## config.mk

```make
export PLATFORM = sky130hd
export DESIGN_NAME = dus_hir_kernel
export DESIGN_NICKNAME = d
export VERILOG_FILES = /design/src/rtl/dus_hir_kernel.sv
export SDC_FILE = /design/constraint.sdc
export NUM_CORES = 1
export LEC_CHECK = 0
export CAP_MARGIN = 20
export CELL_PAD_IN_SITES_DETAIL_PLACEMENT = 2
export CELL_PAD_IN_SITES_GLOBAL_PLACEMENT = 2
export CORE_ASPECT_RATIO = 0.5
export CORE_UTILIZATION = 19
export DETAILED_ROUTE_END_ITERATION = 12
export PLACE_DENSITY = 0.95
export SLEW_MARGIN = 20
export SYNTH_ARGS = -nofsm -noshare
export SYNTH_HDL_FRONTEND = slang
export SYNTH_SLANG_ARGS = --single-unit
```

## constraint.sdc

```tcl
create_clock -name clk -period 3.2 [get_ports clk]
set_input_delay 0.48 -clock clk [delete_from_list [all_inputs] [get_ports clk]]
set_output_delay 0.48 -clock clk [all_outputs]
set_load 0.03 [all_outputs]
```

## src/rtl/dus_hir_kernel.sv

```systemverilog
// dus_hir_kernel
//   Down-up-sample image kernel. A start pulse walks a ROWS x COLS image held
//   in an external read memory. Each output pixel (i,j) is written to an
//   external write memory as img[i & ~1][j & ~1]. Each 2x2 block therefore
//   repeats its top-left input pixel. Throughput is one pixel per clock.
//
// Ports
//   clk, rst           : single clock, synchronous active-high reset
//   t                  : start pulse, honoured only while idle
//   img_p0_addr_data   : read address (decimated pixel index)
//   img_p0_addr_en     : read address valid (same as img_p0_rd_en)
//   img_p0_rd_en       : read strobe
//   img_p0_rd_data     : read data, valid one cycle after the read strobe
//   dus_p0_addr_data   : write address (undecimated pixel index)
//   dus_p0_addr_en     : write address valid (same as dus_p0_wr_en)
//   dus_p0_wr_data     : write data (read data passed through, 0 when idle)
//   dus_p0_wr_en       : write strobe
module dus_hir_kernel #(
  parameter int ROWS   = 32,
  parameter int COLS   = 32,
  parameter int WIDTH  = 32,
  parameter int ADDR_W = 10
) (
  input  logic              clk,
  input  logic              rst,
  input  logic              t,
  output logic [ADDR_W-1:0] img_p0_addr_data,
  output logic              img_p0_addr_en,
  output logic              img_p0_rd_en,
  input  logic [WIDTH-1:0]  img_p0_rd_data,
  output logic [ADDR_W-1:0] dus_p0_addr_data,
  output logic              dus_p0_addr_en,
  output logic [WIDTH-1:0]  dus_p0_wr_data,
  output logic              dus_p0_wr_en
);

  typedef enum logic [1:0] {IDLE, RUN, DRAIN} state_t;

  localparam logic [ADDR_W-1:0] LAST_PIX = ADDR_W'(ROWS * COLS - 1);
  // Clearing bit 0 of the column and bit 0 of the row in the linear index
  // gives the top-left pixel of the enclosing 2x2 block.
  localparam logic [ADDR_W-1:0] DEC_MASK = ~(ADDR_W'(COLS) | ADDR_W'(1));

  function automatic logic [ADDR_W-1:0] decim_addr(input logic [ADDR_W-1:0] pix);
    return pix & DEC_MASK;
  endfunction

  state_t            state;
  logic [ADDR_W-1:0] pix_p0;
  logic [ADDR_W-1:0] rd_addr_p0;
  logic              vld_p0;
  logic [ADDR_W-1:0] wr_addr_p1;
  logic              vld_p1;

  always_ff @(posedge clk) begin
    if (rst) begin
      state      <= IDLE;
      pix_p0     <= '0;
      rd_addr_p0 <= '0;
      vld_p0     <= 1'b0;
      wr_addr_p1 <= '0;
      vld_p1     <= 1'b0;
    end else begin
      // p0 -> p1: the write address trails the read by one cycle, matching
      // the memory's one-cycle read latency.
      vld_p1     <= vld_p0;
      wr_addr_p1 <= vld_p0 ? pix_p0 : '0;

      // p0: read issue sequencer
      case (state)
        IDLE: begin
          if (t) begin
            state      <= RUN;
            vld_p0     <= 1'b1;
            pix_p0     <= '0;
            rd_addr_p0 <= '0;
          end
        end
        RUN: begin
          if (pix_p0 == LAST_PIX) begin
            state      <= DRAIN;
            vld_p0     <= 1'b0;
            pix_p0     <= '0;
            rd_addr_p0 <= '0;
          end else begin
            pix_p0     <= pix_p0 + ADDR_W'(1);
            rd_addr_p0 <= decim_addr(pix_p0 + ADDR_W'(1));
          end
        end
        DRAIN: begin
          state <= IDLE;
        end
        default: begin
          state <= IDLE;
        end
      endcase
    end
  end

  assign img_p0_addr_data = rd_addr_p0;
  assign img_p0_addr_en   = vld_p0;
  assign img_p0_rd_en     = vld_p0;

  // p1: write port; the memory's registered read data is forwarded unchanged
  // and forced to 0 outside write cycles.
  assign dus_p0_addr_data = wr_addr_p1;
  assign dus_p0_addr_en   = vld_p1;
  assign dus_p0_wr_en     = vld_p1;
  assign dus_p0_wr_data   = vld_p1 ? img_p0_rd_data : '0;

endmodule

```

==> results of run 1 <==
==> registers in the layout, summed over array words and instances (netlist names) <==
register and flops:
dus_p0_addr_data 10, img_p0_addr_data 1, dus_p0_addr_en 1, img_p0_addr_en 1, pix_p0 9, state 2
==> metal layers <==
metal / wire, um / GRT usage / up-vias
met3: 369 / 0.0266 / 8
met1: 1730 / 0.138 / 620
met4: 117 / 0.0940 / 0
met2: 2570 / 0.285 / 53
met5: 0 / 0 / -
li1: - / - / 621
==> cells by family after synthesis <==
| group | after synthesis | synth area share |
|---|---|---|
| AO/OA/AOI/OAI | 19 | 0.101 |
| XOR/XNOR | 2 | 0.0140 |
| adder cells (fa/ha/maj) | 1 | 0.0100 |
| buffers and inverters | 20 | 0.0972 |
| flip-flops | 24 | 0.385 |
| multiplexers | 1 | 0.00802 |
| other | 1 | 0.00300 |
| AND/OR/NAND/NOR | 77 | 0.382 |
==> cell type report <==
class,count,share of cell area
well taps,88,0.0499
clock buffers,3,0.0341
multi-input cells,102,0.295
repair buffers,88,0.400
inverters,2,0.00341
flip-flops and latches,24,0.218
==> worst max-delay path: stages, from the launching register on <==
cell and delay [ns]:
dfxtp_1 0.83, and2_1 0.24, clkdlybuf4s50_1 0.69
==> worst max path at each step <==
stage / slack, ns / startpoint / depth (start not counted) / to
2_1_floorplan: 1.62 / dus_p0_addr_en / 2 / dus_p0_wr_data[10]
3_3_place_gp: 0.98 / img_p0_rd_data[28] / 3 / dus_p0_wr_data[28]
4_1_cts: 0.65 / dus_p0_addr_en / 2 / dus_p0_wr_data[30]
3_5_place_dp: 0.92 / dus_p0_addr_en / 2 / dus_p0_wr_data[30]
5_1_grt: 0.54 / dus_p0_addr_en / 2 / dus_p0_wr_data[24]
6_report: 0.69 / dus_p0_addr_en / 2 / dus_p0_wr_data[30]
==> power groups by stage <==
stage	registers, mW	clock network (mW)	logic, mW
finish	0.314	0.265	0.160
global route	0.316	0.283	0.170
CTS	0.315	0.272	0.162
detailed placement	0.321	0	0.160
global placement	0.320	0	0.155
floorplan	0.318	0	0.0782
==> per-stage QoR <==
| step | hold slack (ns) | instance area (sq um) | total power [mW] | std cells |
|---|---|---|---|---|
| 2_1_floorplan | 0.469 | 1250 | 0.396 | 146 |
| 3_3_place_gp | 0.496 | 2130 | 0.475 | 304 |
| 3_5_place_dp | 0.507 | 2130 | 0.482 | 304 |
| 4_1_cts | 0.512 | 2200 | 0.749 | 307 |
| 5_1_grt | 0.520 | 2200 | 0.769 | 307 |
| 6_report | 0.510 | 2200 | 0.739 | 307 |
==> cell usage in the layout (no fill, tap or decap), types with 3 or more instances in the layout <==
master	synthesis	final
o21ai_0	7	7
a21oi_1	3	3
nand2_1	6	6
clkdlybuf4s50_1	0	88
clkbuf_16	0	3
nor3_1	5	5
dfxtp_1	24	24
and2_1	44	44
nand3_1	4	4
==> key figures, run 1 <==
Worst hold path
  • Hold path cells: 1
  • Worst Hold Endpoint: dus_p0_addr_data[5]
  • Worst min-delay path class: reg2reg
  • Worst hold path startpoint: pix_p0[5]

CTS
  • Postcts setup bufs: 0
  • Clock Pin Slew Worst Setup and Hold Paths: 0.06 ns
  • TritonCTS clock tree: built
  • H-Tree Level Count: 1
  • CTS Hold Bufs: 0
  • Post_cts resized: 0
  • Cts bufs inserted: 3
  • Worst skew pair latency: 0.26 ns
  • CTS Root Cell: clkbuf_16
  • # clock sinks: 24
  • Clk buf depth: 2

Cells and area
  • Sequential standard cell area: 480 sq um
  • Footprint of the multi-input gates: 651 sq um
  • FILL cells: 693
  • Antenna diodes: 0
  • Final Net Count: 257
  • Share of layout cells above drive strength 1: 0.0365
  • Final core area utilization: 0.355
  • Layout area overhead: 76.6%

Pwr
  • Worst vdd ir: 0.000145 V
  • Sw Share: 0.253
  • LEAKAGE: 0.801 nW
  • Clk pwr share: 0.358
  • Switching power: 187 uW
  • Internal power: 552 uW
  • Comb pwr share: 0.217
  • Power Dens Cells: 335 nW/um^2
  • Sequential power share: 0.425

Detailed routing
  • Routed vias/inst: 4.24
  • Via count: 1302
  • Routed len/inst: 15.6 um
  • Drt first pass iters: 4
  • Drt first-iter violations: 33
  • Drt total wl: 4790 um
  • Number of nets still failing antenna checks after routing: 0
  • DRC: 0

Die
  • Core ar.: 6210 sq um
  • Initial core utilization: 0.201
  • Die Wd: 117 um
  • Die Span Y: 59.3 um
  • Cell Rows: 20
  • IO Count: 91
  • Die area: 6920 sq um

Placed design
  • GPL Wtd Cong: 0.749
  • DP HPWL: 3650 um
  • Port bufs: 88
  • Pre-CTS WS: 0.922 ns

Synthesis
  • Post-synth EDFFs: 0
  • Area leader, netlist: dfxtp_1
  • Library cells used by synthesis: 38
  • Register area share after synthesis: 0.385
  • Synthesized area per cell: 8.61 sq um
  • FFs w/ async S/R, synth: 0
  • Yosys reg bits: 24
  • Ys flop type: dfxtp_1
  • Top-count cell post-synth: and2_1
  • Syn Std Cell Area: 1250 sq um
  • Yosys warnings: 0
  • Synth top area share: 0.385
  • Synth Instances: 145
  • Top post-synthesis cells by area: dfxtp_1, and2_1, buf_4
  • Most common library cells after synthesis: and2_1, dfxtp_1, buf_4, o21ai_0, nand2_1

Critical path
  • Worst reg2reg startpoint: pix_p0[1]
  • R2R setup slack: 1.37 ns
  • CP required: 2.72 ns
  • Arr. time, crit path: 2.03 ns
  • Critical path peak fanout: 34
  • R2R cell count: 5
  • CP startpoint kind: register
  • Critical path type: reg2out
  • Crit Reg-Reg Endpoint: pix_p0[5]
  • CP Capture Type: output port

Timing
  • Rel. slew slack: 0.468
  • Endpoints failing setup: 0
  • Layout Skew: 0.00338 ns
  • Slew @ Worst Pin: 0.797 ns
  • Post-route minimum period: 2.51 ns
  • RSZ-0062 raised after global routing: no
  • Final WS setup: 0.692 ns
  • Setup TNS: 0 ns
  • Max Fclk: 0.399 GHz
  • Fin. Hold Viols: 0
  • Period utilization: 0.784
  • Pins Over Slew Limit: 0

Global routing
  • Largest net degree at the start of global routing: 35
  • Antenna violations before repair: 0
  • GRT Overall Usage: 0.143
  • GR Overflow Total: 0
  • Vias in the first global route: 1393
  • First-pass GRT wire length: 7290 um

Job
  • Max Cap Viol: 0

Outcome
  • Status: completed
(Power assumes the default switching activity.)
==> run 2, diff against run 1 <==
CORE_UTILIZATION = 16   (was 19)
PLACE_DENSITY = 0.89   (was 0.95)
clock period = 2.3 ns   (was 3.2 ns; I/O delays follow)
==> run 2 against run 1 <==
  * Sequential power up 37%
  * Register-to-register slack worse by 0.92 ns
  * Count of clock-buffer cells in the layout up 1
  * Critical path type unchanged
==> key figures, run 2 (same netlist as run 1, synthesis figures left out) <==
Outcome
  • Status: completed

CTS
  • Post_cts resized: 0 (unchanged)
  • Cts bufs inserted: 3 (unchanged)
  • Postcts setup bufs: 0 (unchanged)
  • Worst skew pair latency: 0.26 ns (about the same)
  • TritonCTS clock tree: built
  • # clock sinks: 24 (unchanged)
  • H-Tree Level Count: 1 (unchanged)
  • Clk buf depth: 2 (unchanged)
  • Clock Pin Slew Worst Setup and Hold Paths: 0.06 ns (about the same)
  • CTS Hold Bufs: 0 (unchanged)
  • CTS Root Cell: clkbuf_16

Cells and area
  • Layout area overhead: 79.7%
  • Max reg flops: 10 (unchanged)
  • Non-filler cells, final: 318 (+3.6%)
  • Share of layout cells above drive strength 1: 0.0495 (+0.0130)
  • Commonest non-fill, non-tap cells in the layout: clkdlybuf4s50_1, and2_1, dfxtp_1
  • Commonest non-fill, non-tap cell in the layout: clkdlybuf4s50_1
  • Antenna diodes: 0 (unchanged)
  • Final Net Count: 259 (+0.78%)

Global routing
  • GRT Overall Usage: 0.108 (-0.0348)
  • First-pass GRT wire length: 7070 um (-3.0%)
  • Antenna violations before repair: 0 (unchanged)
  • Vias in the first global route: 1353 (-2.9%)
  • Largest net degree at the start of global routing: 35 (unchanged)
  • GR Overflow Total: 0 (unchanged)

Detailed routing
  • Drt total wl: 4450 um (-7.0%)
  • Drt first pass iters: 4 (unchanged)
  • Routed len/inst: 14.0 um (-10%)
  • Drt first-iter violations: 44 (+33%)
  • Routed vias/inst: 4.15 (-2.1%)
  • Number of nets still failing antenna checks after routing: 0 (unchanged)
  • DRC: 0 (unchanged)
  • Via count: 1320 (+1.4%)

Die
  • Initial core utilization: 0.168 (-0.0332)
  • Core ar.: 7430 sq um (+20%)
  • Die Wd: 127 um (+8.8%)
  • Cell Rows: 22 (+10%)
  • IO Count: 91 (unchanged)
  • Die Span Y: 64.5 um (+8.7%)
  • Die area: 8180 sq um (+18%)

Pwr
  • LEAKAGE: 0.819 nW (+2.2%)
  • Worst vdd ir: 0.000241 V (+67%)
  • Sequential power share: 0.401 (-0.024)
  • Sw Share: 0.248 (-0.00583)
  • Power Dens Cells: 478 nW/um^2 (+42%)
  • Clk pwr share: 0.383 (+0.025)
  • Switching power: 265 uW (+42%)
  • Comb pwr share: 0.216 (about the same)
  • Internal power: 806 uW (+46%)

Placed design
  • DP HPWL: 3540 um (-3.0%)
  • Pre-CTS WS: 0.320 ns (-0.602 ns)
  • Port bufs: 88 (unchanged)
  • GPL Wtd Cong: 0.726 (-3.1%)
  • Dpl cells: 314 (+3.3%)

Worst hold path
  • Worst min-delay path class: reg2reg
  • Hold path cells: 1 (unchanged)

Critical path
  • Critical path peak fanout: 34 (unchanged)
  • CP startpoint kind: register
  • Critical path type: reg2out
  • Worst path max stage delay: 0.68 ns (-0.15 ns)
  • R2R cell count: 5 (unchanged)
  • CP Depth: 3 (+1)
  • Crit-path slowest cell: clkdlybuf4s50_1
  • R2R setup slack: 0.45 ns (-0.92 ns)
  • CP Capture Type: output port
  • Buf/Inv on CP: 2 (+1)
  • CP top delay family: buffers and inverters
  • Critical path, cell by cell: buf_4, and2_1, clkdlybuf4s50_1
  • Arr. time, crit path: 1.67 ns (-0.36 ns)
  • CP required: 1.96 ns (-0.76 ns)

Timing
  • Post-route minimum period: 2.02 ns
  • Pins Over Slew Limit: 0 (unchanged)
  • Rel. slew slack: 0.605 (+0.137)
  • Fin. Hold Viols: 0 (unchanged)
  • Slew @ Worst Pin: 0.587 ns (-0.210 ns)
  • Setup TNS: 0 ns (unchanged)
  • Period utilization: 0.878
  • Max Fclk: 0.495 GHz
  • RSZ-0062 raised after global routing: no
  • Endpoints failing setup: 0 (unchanged)
  • Final WS setup: 0.280 ns (-0.412 ns)
  • Layout Skew: 0.00416 ns (+0.000785 ns)

Job
  • Max Cap Viol: 0 (unchanged)
==> run 2: cell types whose count changed in the layout (fill, tap and decap cells not counted) <==
| cell | delta |
|---|---|
| clkbuf_8 | +1 |
| buf_4 | +2 |
==> run 2: worst paths after layout <==
| check | end | startpoint |
|---|---|---|
| worst max register to register | pix_p0[5] | pix_p0[1] |
| worst min register to register | dus_p0_addr_data[5] | pix_p0[5] |
| worst max-delay path | dus_p0_wr_data[4] | dus_p0_addr_en |
| worst min-delay path | dus_p0_addr_data[5] | pix_p0[5] |
==> run 2: area by class of cell <==
cell class                      instances  area [sq um]
Tap cell                               96           120
Fill cell                             812          5190
Sequential cell                        24           480
Multi-Input combinational cell        102           651
Clock buffer                            4          88.8
Inverter                                2          7.51
Timing Repair Buffer                   90           896
==> run 2: per-stage QoR <==
stage / instance area, sq um / hold WS, ns / power, mW / utilization
after floorplan: 1250 / 0.469 / 0.552 / -
after global placement: 2150 / 0.496 / 0.666 / 0.290
after detailed placement: 2150 / 0.519 / 0.673 / 0.290
after CTS: 2240 / 0.525 / 1.08 / 0.302
after global routing: 2240 / 0.535 / 1.11 / 0.302
final: 2240 / 0.523 / 1.07 / 0.302
==> run 2: per-layer routing <==
layer,share of wire,GRT usage,vias to the layer above
met3,0.062,0.0206,4
li1,-,-,630
met5,0,0,-
met4,0.0085,0.0268,0
met1,0.41,0.120,632
met2,0.52,0.213,54
==> run 2: power groups by stage <==
| stage | clock network [mW] | registers, mW | logic (mW) |
|---|---|---|---|
| floorplan | 0 | 0.443 | 0.109 |
| global placement | 0 | 0.438 | 0.228 |
| detailed placement | 0 | 0.439 | 0.234 |
| CTS | 0.418 | 0.430 | 0.234 |
| global route | 0.435 | 0.431 | 0.244 |
| finish | 0.410 | 0.430 | 0.231 |
==> run 2: worst reg2reg max path: stages (launching register included) <==
cell and delay (ns):
dfxtp_1 0.44, ha_1 0.27, nand3_4 0.15, o31ai_1 0.57, a21oi_1 0.09, o22a_1 0.22
